**config.mk**
```make
export PLATFORM = sky130hd
export DESIGN_NAME = gf2m_inv
export DESIGN_NICKNAME = d
export VERILOG_FILES = /design/src/rtl/gf2m_inv.sv
export SDC_FILE = /design/constraint.sdc
export NUM_CORES = 1
export LEC_CHECK = 0
export BUFFER_PORTS_ARGS = -buffer_cell sky130_fd_sc_hd__buf_2
export CAP_MARGIN = 5
export CORE_MARGIN = 4
export CORE_UTILIZATION = 30
export CTS_CLUSTER_DIAMETER = 80
export DETAILED_ROUTE_END_ITERATION = 16
export GPL_TIMING_DRIVEN = 0
export PLACE_DENSITY_LB_ADDON = 0.15
export SETUP_SLACK_MARGIN = 0.2
export SLEW_MARGIN = 20
export SYNTH_ARGS = -nofsm -noshare
export SYNTH_HDL_FRONTEND = slang
export SYNTH_SLANG_ARGS = --single-unit
```
**constraint.sdc**
```tcl
create_clock -name clk -period 1.9 [get_ports clk]
set_input_delay 0.285 -clock clk [delete_from_list [all_inputs] [get_ports clk]]
set_output_delay 0.285 -clock clk [all_outputs]
set_load 0.02 [all_outputs]
```
**src/rtl/gf2m_inv.sv**
```systemverilog
// Fermat inverter over GF(2^WIDTH): op_c = op_a^(2^WIDTH-2), sequencing one external gf2m_mul.
// Optional `ZERO_CHK_EN: a zero operand finishes at once with op_c=0 and zero_err=1.
module gf2m_inv #(
    parameter int WIDTH = 79,
    parameter int CNT_W = 7
) (
    input  logic             clk,
    input  logic             rst_b,
    input  logic             start,
    input  logic [WIDTH-1:0] op_a,
    output logic             busy,
    output logic             done,
    output logic [WIDTH-1:0] op_c,
    output logic             zero_err,
    output logic             mul_start,
    output logic [WIDTH-1:0] mul_op_a,
    output logic [WIDTH-1:0] mul_op_b,
    input  logic             mul_done,
    input  logic [WIDTH-1:0] mul_op_c
);

    typedef enum logic [2:0] {
        IDLE, SQ_ISS, SQ_WT, MA_ISS, MA_WT, FS_ISS, FS_WT, FIN
    } state_t;

    state_t             state;
    logic [WIDTH-1:0]   a;
    logic [WIDTH-1:0]   r;
    logic [CNT_W-1:0]   cnt;

`ifndef ZERO_CHK_EN
    assign zero_err = 1'b0;
`endif

    // Operands for the next product are loaded on the edge that enters *_ISS,
    // so they are already stable in the mul_start cycle.
    always_ff @(posedge clk) begin
        if (!rst_b) begin
            state     <= IDLE;
            busy      <= 1'b0;
            done      <= 1'b0;
            mul_start <= 1'b0;
            op_c      <= '0;
            mul_op_a  <= '0;
            mul_op_b  <= '0;
            a         <= '0;
            r         <= '0;
            cnt       <= '0;
`ifdef ZERO_CHK_EN
            zero_err  <= 1'b0;
`endif
        end else begin
            done      <= 1'b0;
            mul_start <= 1'b0;
            case (state)
                IDLE: begin
                    // The done cycle is still idle but must not accept a new start.
                    if (start && !done) begin
                        a    <= op_a;
                        r    <= op_a;
                        cnt  <= '0;
                        busy <= 1'b1;
`ifdef ZERO_CHK_EN
                        zero_err <= (op_a == '0);
                        if (op_a == '0) begin
                            state <= FIN;
                        end else begin
                            mul_start <= 1'b1;
                            mul_op_a  <= op_a;
                            mul_op_b  <= op_a;
                            state     <= SQ_ISS;
                        end
`else
                        mul_start <= 1'b1;
                        mul_op_a  <= op_a;
                        mul_op_b  <= op_a;
                        state     <= SQ_ISS;
`endif
                    end
                end
                SQ_ISS: state <= SQ_WT;
                SQ_WT: begin
                    if (mul_done) begin
                        r         <= mul_op_c;
                        mul_op_a  <= mul_op_c;
                        mul_op_b  <= a;
                        mul_start <= 1'b1;
                        state     <= MA_ISS;
                    end
                end
                MA_ISS: state <= MA_WT;
                MA_WT: begin
                    if (mul_done) begin
                        r         <= mul_op_c;
                        mul_op_a  <= mul_op_c;
                        mul_op_b  <= mul_op_c;
                        mul_start <= 1'b1;
                        if (cnt == CNT_W'(WIDTH - 3)) begin
                            state <= FS_ISS;
                        end else begin
                            cnt   <= cnt + CNT_W'(1);
                            state <= SQ_ISS;
                        end
                    end
                end
                FS_ISS: state <= FS_WT;
                FS_WT: begin
                    if (mul_done) begin
                        r     <= mul_op_c;
                        state <= FIN;
                    end
                end
                FIN: begin
                    op_c  <= r;
                    done  <= 1'b1;
                    busy  <= 1'b0;
                    state <= IDLE;
                end
                default: state <= IDLE;
            endcase
        end
    end

endmodule

```
==> qor.yml <==
floorplanning:
  start_util_pct: 30.3
  rows: 88
  die_area_um2: 62200
  core_area_um2: 57700
  fp.dieW_um: 249
  io_pins: 403
  dieHeight_um: 249
detailed_routing:
  vias: 18200
  drt-met1-wl_mm: 32.8
  antenna_left: 0
  routedWlPerCell_um: 21.9
  drt_first_iter_violations: 991
  vias_per_cell: 5.27
  routed.top_layer: "met5"
  remaining_drc_errors: 0
  wl_met2_mm: 37.1
  wl_met3_mm: 4.10
  dr.pass1.iters: 5
  routed_wl_mm: 75.8
setup_path:
  cp.arrival_ns: 2.67
  crit_type: "reg2reg"
  r2r_cells: 8
  cp.required_ns: 2.41
  r2r-start: "state[2]"
  cp-end-kind: "flop"
  reg2reg_setup_slack_ns: -0.26
  crit_path_start_kind: "flop"
  regToRegEndpoint: "mul_op_b[50]"
  crit_fanout: 10
logic_synthesis:
  yosysTopAreaCellShare_pct: 46.7
  synth_warnings: 0
  synth.most_common_cell: "dfxtp_1"
  synth_seq_cells: 408
  yosysTopAreaCell: "dfxtp_1"
  ys_types: 47
  yosysSeqAreaShare_pct: 46.7
  syn-mean-instance-area_um2: 8.66
  synthCells: 2021
  synth.top_cells.by_area: "dfxtp_1, mux2i_1, nand2_1"
  synth_nets: 2185
  ys_async_sr_fraction_pct: 0
  synth_edf_count: 0
  synth_flop_cell: "dfxtp_1"
  synth.cell_area_um2: 17500
  synthTopCellsByCount: "dfxtp_1, nand2_1, a21oi_1"
hold_path:
  hold_end: "r[17]"
  min_path_cells: 3
  min_path_type: "in2reg"
  hp-start: "mul_op_c[17]"
status:
  status: "complete, but fails checks"
  violations: "setup timing"
global_route:
  grt_max_degree: 14
  grt_antenna_before_repair: 1
  grt_usage_pct: 22.5
  grt_pass1_vias: 18200
  grt_pass1_wl_mm: 112
  grt_overflow: 0
clocking:
  numCtsBuffers: 48
  clock_latency_ns: 0.58
  cts_root_buf: "clkbuf_16"
  path_clk_slew_ns: 0.06
  clockBufferDepth: 3
  cts.sinks: 408
  h-tree-depth: 2
  cts_tree: "built"
placement:
  placedCellCount: 3189
  place_area_um2: 20600
  dp_hpwl_mm: 51.6
  place_congestion: 0.792
  pre_cts_slack_ns: -2.10
  io_buffers: 401
sta:
  slew_viol_final: 0
  fmax_mhz: 463
  hold_viol_final: 0
  fin_crit_ns: 2.16
  slew_headroom_pct: 31.9
  setup_viol: 238
  fin_worst_skew_ns: 0.0182
  rsz0062_at_grt: "true"
  tightest_slew_ns: 1.02
  finalCritPeriodShare_pct: 114
  fin_ws_ns: -0.262
cells_and_area:
  multiInputGateArea_um2: 10200
  design_area_um2: 27400
  drive_above_1_share_pct: 38.9
  final_nets: 2821
  seq_area_um2: 8170
  stdcell_count: 3456
  area_growth_pct: 56.8
  fillers: 5553
flow_run:
  maxCapViolCount: 0
pwr:
  power_leakage_nw: 11.4
  pwr_density_cell_nw_per_um2: 1030
  vdd_drop_max_mv: 0.677
state kept, by name, indices dropped and copies added (netlist names), 3 cells and up:
register and count:
a 79, cnt 7, mul_op_a 79, mul_op_b 79
op_c 79, r 79, state 3
metal layers:
layer	up-vias	GRT usage (%)
met2	536	38.9
met4	2	5.40
li1	8584	-
met5	-	0
met1	8966	28.8
met3	109	4.95
power breakdown:
group | leakage (nW) | internal (W) | switching [W]
sequential | 3.35 | 0.00946 | 0.000603
clock | 0.761 | 0.00550 | 0.00375
combinational | 7.31 | 0.00404 | 0.00497
placed cells by master (no fill, tap or decap), drive strengths merged, types with 2 or more instances in the layout:
cell / instances
ha: 2
o21ai: 6
inv: 5
a21oi: 244
nand3: 2
and3: 2
nand3b: 2
nor3b: 2
and2: 4
xnor2: 2
a22oi: 78
mux2i: 157
o2111ai: 2
bufinv: 3
a221oi: 78
xor2: 4
a31oi: 2
nor2: 166
o211ai: 2
dfxtp: 408
dlygate4sd3: 81
buf: 557
nand2: 399
a211oi: 157
clkbuf: 223
a211o: 78
clkinv: 7
how the worst max path moves through the flow:
stage	startpoint	end	cells after the start
after floorplan	state[2]	mul_op_b[77]	8
after global placement	state[2]	op_c[57]	7
after detailed placement	state[2]	op_c[8]	7
after CTS	state[2]	mul_op_b[50]	8
after global routing	state[2]	mul_op_a[10]	10
final	state[2]	mul_op_b[50]	8
stage by stage:
stage                     total power [W]  util [%]  TNS, ns  hold WS [ns]
after CTS                          0.0277      44.4   -41.24        0.0351
after global placement             0.0161      35.7  -487.27         0.438
final                              0.0283      47.5   -40.91        0.0722
after detailed placement           0.0163      35.8  -413.63         0.444
after global routing               0.0295      47.5   -52.14        0.0702
after floorplan                    0.0140         -    -1.06         0.407
worst max-delay path, stage by stage (launching register included):
cell	delay [ns]
dfxtp_2	0.32
buf_6	0.11
or4b_4	0.51
buf_6	0.15
a31o_4	0.26
buf_12	0.17
buf_8	0.14
a211o_1	0.28
a21oi_1	0.14
repair_timing:
action | 4_1_cts | 5_1_grt
buffers inserted | 44 | 17
cloned | 23 | 17
hold buffers | 81 | 0
pin swaps | 75 | 72
resized for setup | 424 | 355
hold endpoints to repair | 82 | 0
setup endpoints to repair | 407 | 403
layout make-up:
type	count	area share (%)
Multi-Input combinational cell	1405	37.0
Buffer	203	6.76
Antenna cell	1	0.00912
Timing Repair Buffer	586	17.2
Sequential cell	408	29.8
Tap cell	765	3.49
Clock buffer	72	5.15
Inverter	5	0.0775
Clock inverter	11	0.497
cell families after synthesis:
kind of cell    synth area share, %
buf+inv                        5.16
simple gates                   13.0
fa+ha+maj                     0.143
other cells                  0.0214
xor+xnor                      0.343
compound gates                 25.7
mux                            8.98
flops                          46.7
Note: power is estimated with default switching activity, not from simulation.
